### src/rtl/grid_fetch_arbiter.sv
`default_nettype none
// ============================================================================
// Module      : grid_fetch_arbiter
// Description : Shares a single-port 1024x2 playfield grid RAM between the
//               pixel renderer and the snake game logic. Runs its own
//               800x525 raster, fetches one 20x20 cell ahead of the beam
//               every 20 pixels, and gives the remaining RAM cycles to game
//               writes and reads with round-robin arbitration.
// Ports       : clk25              25 MHz pixel clock
//               reset              synchronous, active-high
//               mem_addr/we/wdata  grid RAM command (addr = row*32+col)
//               mem_rdata          grid RAM read data, one cycle after addr
//               wr_req/addr/data   game write request, held until wr_ack
//               wr_ack             pulse: write issued this cycle
//               rd_req/addr        game read request, held until rd_ack
//               rd_ack             pulse: read issued this cycle
//               rd_valid/rd_data   read result, cycle after rd_ack
//               rgb                registered {R,G,B} pixel colour
//               frame_tick         pulse at h=0, v=480
// Revision    : 1.0 - initial release
// ============================================================================
module grid_fetch_arbiter #(
    parameter logic [11:0] COLOR_EMPTY = 12'h000,
    parameter logic [11:0] COLOR_SNAKE = 12'h0F0,
    parameter logic [11:0] COLOR_FOOD  = 12'hF00,
    parameter logic [11:0] COLOR_WALL  = 12'h888
) (
    input  logic        clk25,
    input  logic        reset,
    output logic [9:0]  mem_addr,
    output logic        mem_we,
    output logic [1:0]  mem_wdata,
    input  logic [1:0]  mem_rdata,
    input  logic        wr_req,
    input  logic [9:0]  wr_addr,
    input  logic [1:0]  wr_data,
    output logic        wr_ack,
    input  logic        rd_req,
    input  logic [9:0]  rd_addr,
    output logic        rd_ack,
    output logic        rd_valid,
    output logic [1:0]  rd_data,
    output logic [11:0] rgb,
    output logic        frame_tick
);

    localparam logic [9:0] c_H_LAST       = 10'd799;
    localparam logic [9:0] c_V_LAST       = 10'd524;
    localparam logic [9:0] c_H_RESET      = 10'd796;
    localparam logic [9:0] c_V_RESET      = 10'd524;
    localparam logic [9:0] c_H_ACTIVE     = 10'd640;
    localparam logic [9:0] c_V_ACTIVE     = 10'd480;
    localparam logic [9:0] c_H_WRAP_AHEAD = 10'd798;
    localparam logic [9:0] c_LAST_FETCH   = 10'd620;
    localparam logic [9:0] c_CELL_PIX     = 10'd20;

    logic [9:0]  r_hCount;
    logic [9:0]  r_vCount;
    logic        r_fetchPend;
    logic [1:0]  r_cell;
    logic [11:0] r_rgb;
    logic        r_rdPend;
    logic        r_lastGrantWr;

    logic [9:0]  w_hAhead;
    logic [9:0]  w_tgtLine;
    logic        w_fetchSlot;
    logic [4:0]  w_col;
    logic [4:0]  w_row;
    logic        w_free;
    logic        w_wrGrant;
    logic        w_rdGrant;
    logic [11:0] w_cellColor;

    // Fetch look-ahead: the slot two pixels before a cell boundary loads the
    // RAM so the data is in r_cell exactly when the beam reaches the cell.
    always_comb begin
        w_hAhead  = (r_hCount >= c_H_WRAP_AHEAD) ? (r_hCount - c_H_WRAP_AHEAD)
                                                 : (r_hCount + 10'd2);
        w_tgtLine = r_vCount;
        if (r_hCount >= c_H_WRAP_AHEAD) begin
            w_tgtLine = (r_vCount == c_V_LAST) ? 10'd0 : (r_vCount + 10'd1);
        end
        w_fetchSlot = ((w_hAhead % c_CELL_PIX) == 10'd0) &&
                      (w_hAhead <= c_LAST_FETCH) &&
                      (w_tgtLine < c_V_ACTIVE);
        w_col = 5'(w_hAhead / c_CELL_PIX);
        w_row = 5'(w_tgtLine / c_CELL_PIX);
    end

    // Round-robin: on contention the requester not granted last time wins.
    always_comb begin
        w_free    = !w_fetchSlot && !reset;
        w_wrGrant = w_free && wr_req && (!rd_req || !r_lastGrantWr);
        w_rdGrant = w_free && rd_req && !w_wrGrant;
    end

    always_comb begin
        mem_addr  = 10'd0;
        mem_we    = 1'b0;
        mem_wdata = 2'd0;
        if (!reset && w_fetchSlot) begin
            mem_addr = {w_row, w_col};
        end else if (w_wrGrant) begin
            mem_addr  = wr_addr;
            mem_we    = 1'b1;
            mem_wdata = wr_data;
        end else if (w_rdGrant) begin
            mem_addr = rd_addr;
        end
    end

    always_comb begin
        case (r_cell)
            2'd0:    w_cellColor = COLOR_EMPTY;
            2'd1:    w_cellColor = COLOR_SNAKE;
            2'd2:    w_cellColor = COLOR_FOOD;
            default: w_cellColor = COLOR_WALL;
        endcase
    end

    assign wr_ack     = w_wrGrant;
    assign rd_ack     = w_rdGrant;
    // Gating with reset drops the result of a read granted just before reset.
    assign rd_valid   = r_rdPend && !reset;
    assign rd_data    = rd_valid ? mem_rdata : 2'd0;
    assign rgb        = r_rgb;
    assign frame_tick = !reset && (r_hCount == 10'd0) && (r_vCount == c_V_ACTIVE);

    always_ff @(posedge clk25) begin
        if (reset) begin
            r_hCount      <= c_H_RESET;
            r_vCount      <= c_V_RESET;
            r_fetchPend   <= 1'b0;
            r_cell        <= 2'd0;
            r_rgb         <= 12'h000;
            r_rdPend      <= 1'b0;
            r_lastGrantWr <= 1'b0;
        end else begin
            if (r_hCount == c_H_LAST) begin
                r_hCount <= 10'd0;
                r_vCount <= (r_vCount == c_V_LAST) ? 10'd0 : (r_vCount + 10'd1);
            end else begin
                r_hCount <= r_hCount + 10'd1;
            end
            r_fetchPend <= w_fetchSlot;
            if (r_fetchPend) begin
                r_cell <= mem_rdata;
            end
            r_rgb <= ((r_hCount < c_H_ACTIVE) && (r_vCount < c_V_ACTIVE))
                     ? w_cellColor : 12'h000;
            r_rdPend <= w_rdGrant;
            if (w_wrGrant) begin
                r_lastGrantWr <= 1'b1;
            end else if (w_rdGrant) begin
                r_lastGrantWr <= 1'b0;
            end
        end
    end

endmodule
`default_nettype wire
### config.mk
export PLATFORM = sky130hd
export DESIGN_NAME = grid_fetch_arbiter
export DESIGN_NICKNAME = d
export VERILOG_FILES = /design/src/rtl/grid_fetch_arbiter.sv
export SDC_FILE = /design/constraint.sdc
export NUM_CORES = 1
export LEC_CHECK = 0
export ABC_AREA = 0
export CORE_AREA = 2 2 89 91
export DETAILED_ROUTE_END_ITERATION = 8
export DIE_AREA = 0 0 91 93
export PLACE_DENSITY = 0.76
export SYNTH_ARGS = -nofsm -noshare
export SYNTH_HDL_FRONTEND = slang
export SYNTH_SLANG_ARGS = --single-unit
export TNS_END_PERCENT = 10
### constraint.sdc
create_clock -name clk25 -period 3.4 [get_ports clk25]
set_input_delay 0.34 -clock clk25 [delete_from_list [all_inputs] [get_ports clk25]]
set_output_delay 0.34 -clock clk25 [all_outputs]
set_load 0.05 [all_outputs]
# After elaboration in Yosys (flattened, before gate mapping)
# Index checks and enable logic that the tools add are counted.
dict set report word_totals {
  reg_bits 37
  inputBits 28
  elab_cells 65
}
dict set report op_classes {
  addsub 4
  n_div 3
  order_cmp 5
  eq_ne 5
  n_mux 15
  bitwise 1
  n_reduce_logical 24
}
# operator count
set op_table {}
lappend op_table {{two-way mux 10 bit} 7}
lappend op_table {{one-hot mux 12 bit (3 select lines)} 1}
lappend op_table {{adder 10 x 1 -> 10 bit (second input constant)} 2}
lappend op_table {{divider 10 x 5 -> 10 bit (second input constant)} 2}
lappend op_table {{== test 10 bit (second input constant)} 2}
lappend op_table {{logical NOT 10 bit} 2}
lappend op_table {{less-than comparator 10 x 9 -> 1 bit (second input constant)} 2}
lappend op_table {{logical AND 1 bit} 12}
lappend op_table {{adder 10 x 2 -> 10 bit (second input constant)} 1}
lappend op_table {{== test 10 x 9 -> 1 bit (second input constant)} 1}
lappend op_table {{greater-or-equal comparator 10 bit (second input constant)} 1}
lappend op_table {{less-or-equal comparator 10 bit (second input constant)} 1}
lappend op_table {{less-than comparator 10 bit (second input constant)} 1}
lappend op_table {{remainder unit 10 x 5 -> 10 bit (second input constant)} 1}
lappend op_table {{subtractor 10 bit (second input constant)} 1}
lappend op_table {{two-way mux 2 bit} 3}
lappend op_table {{logical NOT 1 bit} 5}
lappend op_table {{two-way mux 1 bit} 4}
lappend op_table {{OR reduction 2 bit} 2}
lappend op_table {{== test 2 x 1 -> 1 bit (second input constant)} 1}
lappend op_table {{== test 2 bit (second input constant)} 1}
lappend op_table {{logical NOT 2 bit} 1}
lappend op_table {{nonzero test 2 bit} 1}
lappend op_table {{logical OR 1 bit} 1}
lappend op_table {{inverter 1 bit} 1}

# Logic depth before layout (Yosys ltp)
dict set report logic_depth {
  depth_word 15
  ltp_mapped 15
  ltp_nobuf 13
}

# Least setup slack after synthesis
# Ideal clock, no wire load.
dict set report synth_timing {
  path_kind {register to output}
  startpoint {register r_hCount[1]}
  endpoint {output mem_addr[0]}
  arrival_time_ns 3.892
  required_ns 3.060
  slack_ns -0.832
  path_stages_with_launch 15
  cell_sequence {dfxtp_1 -> ha_1 -> buf_2 -> nand4b_1 -> a31oi_4 -> o21ai_2 -> xnor2_2 -> a22o_1 -> a221oi_2 -> or3_4 -> a21oi_1 -> o21ai_1 -> nor2_4 -> buf_6 -> mux2i_1}
}
dict set report synth_via {
  elab_chain_len 15
  word_cells_on_any_way 23
}
# element line_no
set synth_rtl {}
lappend synth_rtl {{start, declared} 57} ;# logic [9:0] r_hCount;
lappend synth_rtl {{start signal, assigned} 132} ;# r_hCount <= c_H_RESET;
lappend synth_rtl {{start signal, assigned} 144} ;# r_hCount <= r_hCount + 10'd1;
lappend synth_rtl {{adder 10 x 2 -> 10 bit, or another cell as far along} 79} ;# : (r_hCount + 10'd2);
lappend synth_rtl {{two-way mux 10 bit} 78} ;# w_hAhead = (r_hCount >= c_H_WRAP_AHEAD) ? (r_hCount - c_H_WRAP_AHEAD)
lappend synth_rtl {{remainder unit 10 x 5 -> 10 bit} 84} ;# w_fetchSlot = ((w_hAhead % c_CELL_PIX) == 10'd0) &&
lappend synth_rtl {{logical NOT 10 bit} 84}
lappend synth_rtl {{logical AND 1 bit} 84}
lappend synth_rtl {{logical AND 1 bit} 85} ;# (w_hAhead <= c_LAST_FETCH) &&
lappend synth_rtl {{logical NOT 1 bit} 93} ;# w_free = !w_fetchSlot && !reset;
lappend synth_rtl {{logical AND 1 bit} 93}
lappend synth_rtl {{logical AND 1 bit (2 in series)} 94} ;# w_wrGrant = w_free && wr_req && (!rd_req || !r_lastGrantWr);
lappend synth_rtl {{logical NOT 1 bit} 95} ;# w_rdGrant = w_free && rd_req && !w_wrGrant;
lappend synth_rtl {{logical AND 1 bit} 95}
lappend synth_rtl {{two-way mux 10 bit} 108} ;# end else if (w_rdGrant) begin
lappend synth_rtl {{two-way mux 10 bit} 104} ;# end else if (w_wrGrant) begin
lappend synth_rtl {{two-way mux 10 bit (*)} 102} ;# if (!reset && w_fetchSlot) begin
lappend synth_rtl {{end, declared} 30} ;# output logic [9:0] mem_addr,
# Every way passes the cells marked *; elsewhere a longest branch is shown, timed or not.

# Final worst setup path
dict set report layout_timing {
  startpoint {register r_hCount[1]}
  endpoint {output mem_addr[5]}
}
# Same word-level chain as after synthesis.

==> qor.csv <==
stage,metric,value,unit
cells_and_area,fillers,463,
drt,routed_via_density,6.41,
floorplan,pin_count,59,
sta,clock_skew,0.0111,ns
power,powerDensity,481,nW/um^2
setup_path,critPathMaxFanout,5,
clock_tree,tritoncts,yes,
logic_synthesis,yosysTopAreaCell,dfxtp_1,
clock_tree,htree_levels,2,
drt,drt_drc_violations_left,0,
drt,num_vias,5079,
power,ir_worst_vdd,0.000544,V
logic_synthesis,netlist_area,3620,um^2
logic_synthesis,synth_compound_area_frac,0.303,
placed_design,post-dp-hpwl,10.3,mm
sta,slew_viol_final,0,
sta,setup_violations,17,
clock_tree,insertion_delay,0.29,ns
logic_synthesis,yosysTopAreaCellShare,0.166,
clock_tree,clk_pin_slew,0.08,ns
sta,fmax,0.237,GHz
global_route,grt_pass1_vias,5057,
logic_synthesis,synthSimpleGateAreaFrac,0.314,
floorplan,start_util,0.481,
cells_and_area,fin_util,0.822,
logic_synthesis,synth-seq-area-share,0.166,
drt,routed_wl,16.4,mm
sta,fin_crit_sh,1.24,
clock_tree,root_buffer,clkbuf_8,
global_route,overflow,0,
setup_path,endpoint_kind,output pin,
cells_and_area,area_delta_synth_final,70.8,%
logic_synthesis,synth_edf_count,0,
sta,setup-tns-final,-11.36,ns
setup_path,critPathKind,flip-flop to output pin,
logic_synthesis,yosys_warnings,0,
floorplan,die_area,8460,um^2
logic_synthesis,synth-adder-area-share,0.0418,
logic_synthesis,syn_inst,497,
floorplan,fp-row-count,32,
logic_synthesis,async_flop_share,0,
global_route,grt_max_degree,16,
drt,wire_per_inst,20.7,um
worst_hold_path,hold_path.class,flip-flop to flip-flop,
cells_and_area,stdcell_area,6190,um^2
logic_synthesis,synth_top_family_by_area,simple AND/OR/NAND/NOR gates,
logic_synthesis,postSynthRegisterBits,30,
cells_and_area,drive_above_1_share,0.423,
logic_synthesis,synth.area.mux_share,0.0466,
setup_path,worstPathRequired,3.06,ns
placed_design,io_buffer_count,55,
logic_synthesis,synthTopCellsByArea,"dfxtp_1 17%, nand2_1 5.5%, nor2_1 4.9%",
clock_tree,clkSinkCount,30,
power,power,2.98,mW
drt,dr.pass1.iters,7,
sta,worst_slack,-0.819,ns
global_route,grt_pass1_wl,25.1,mm
drt,postRouteAntennaNets,0,
setup_path,cp-start-kind,flip-flop,
floorplan,core,7530,um^2
drt,dr.first_iter.drc_count,376,
sta,slew_headroom,0.526,
power,power.leakage,2.51,nW
sta,tightest_slew,0.708,ns
floorplan,fp.dieH,93,um
floorplan,dieWidth,91,um
status,status,"finished, violations left",
placed_design,placed_area,5410,um^2
placed_design,place_congestion,0.965,
global_route,grt_util_all_layers,0.363,
clock_tree,cts_buffers,5,
logic_synthesis,avgSynthCellArea,7.29,um^2
sta,whs,0.456,ns
logic_synthesis,yosysUniqueCellTypes,91,
sta,hold_viol_final,0,
clock_tree,clockBufferDepth,2,
cells_and_area,diodes,0,
status,violations,negative setup slack,
logic_synthesis,synth_xor_area_frac,0.0594,
setup_path,crit_arrival,3.88,ns
global_route,antenna_found_initial,0,
sta,rsz0062_at_grt,true,
cells_and_area,nNetsFinal,726,
sta,fin_crit,4.22,ns
logic_synthesis,ys.flop_type,dfxtp_1,
run,drv_cap,0,
## cells in the mapped netlist (5+ instances only)
cell	count
ha_1	8
a21oi_1	26
a22oi_1	8
a31oi_1	8
and2_1	5
o21ai_1	9
buf_4	9
clkbuf_1	11
nand4_1	6
inv_1	11
mux2i_1	9
nand3_1	23
xor2_1	6
nor2_1	47
a22o_1	7
and3_1	11
xnor2_1	13
buf_2	16
nor3_1	27
o21ai_0	27
nand2_1	53
nor2b_1	9
dfxtp_1	30
## logic make-up after synthesis
group / count (synthesis)
AOI/OAI and AO/OA: 149
other: 1
muxes: 16
xor gates and xnor gates: 22
buffers and inverters: 49
and+or+nand+nor: 217
adders and majority gates: 13
DFF: 30
## cells in the final DEF, fill, tap and decap left out, drive strengths merged, types with 7 or more instances in the layout
cell type | netlist | routed
dfxtp | 30 | 30
clkbuf | 11 | 7
a31oi | 9 | 9
nor2b | 9 | 9
inv | 11 | 11
nand2 | 54 | 54
buf | 27 | 182
and3 | 11 | 11
nand4 | 7 | 7
a21oi | 26 | 26
mux2 | 7 | 7
nor3 | 28 | 28
clkdlybuf4s50 | 0 | 40
xnor2 | 16 | 16
a22oi | 8 | 8
nand3 | 24 | 24
ha | 8 | 8
nor2 | 50 | 50
o21ai | 38 | 38
a22o | 7 | 7
mux2i | 9 | 9
## routing by layer
layer / up-vias / wire length [um] / track usage
met5: - / 0 / 0
met4: 0 / 1080 / 0.230
met3: 101 / 1230 / 0.0451
met2: 328 / 8060 / 0.629
met1: 2413 / 6060 / 0.426
li1: 2237 / - / -
## timing repair
action / in CTS / in global routing
gates resized for setup: 70 / 39
pin swaps: 21 / 28
cloned: 1 / 0
hold buffers: 0 / 0
buffers inserted: 13 / 10
setup endpoints to repair: 15 / 18
## final cells by class
type	instances	area, um^2	area share
Sequential cell	30	614	0.0993
Multi-Input combinational cell	420	3310	0.535
Inverter	11	41.3	0.00667
Tap cell	102	128	0.0206
Clock buffer	7	108	0.0174
Timing Repair Buffer	222	1990	0.321
## power by group
part	leakage [nW]	total, mW	switching (mW)	internal, mW
logic	2.21	2.22	1.20	1.01
registers	0.245	0.403	0.0294	0.374
clock network	0.0555	0.358	0.153	0.205
total	2.51	2.98	1.39	1.59
## flip-flops by register name, indices dropped and copies added (netlist names)
register       flops
r_hCount          10
r_vCount          10
rgb                5
r_cell             2
r_fetchPend        1
r_lastGrantWr      1
r_rdPend           1
## through the flow
step / instances / setup WS, ns
after global placement: 766 / -0.292
after CTS: 787 / -0.602
after floorplan: 499 / -0.211
after global routing: 792 / -0.905
final: 792 / -0.819
after detailed placement: 766 / -0.409
## path summary, 6_finish.rpt
path                from          end  slack (ns)  cells past startpoint
max reg2reg  r_hCount[1]  r_fetchPend       -0.11                     17
min            r_cell[0]      rgb[10]        0.46                      1
max          r_hCount[1]  mem_addr[5]       -0.82                     14
min reg2reg    r_cell[0]      rgb[10]        0.46                      1
## critical path, stage by stage, from the launching register on
cell	delay, ns
dfxtp_4	0.37
ha_4	0.15
nand4b_1	0.21
buf_4	0.24
a31o_4	0.28
or3_4	0.42
nand2_4	0.10
and3_1	0.18
o21ai_1	0.14
a221oi_4	0.46
xnor2_1	0.17
o32ai_1	0.12
a2111o_1	0.42
o2bb2ai_4	0.15
buf_6	0.15
Power figures use the tool's default switching activity.
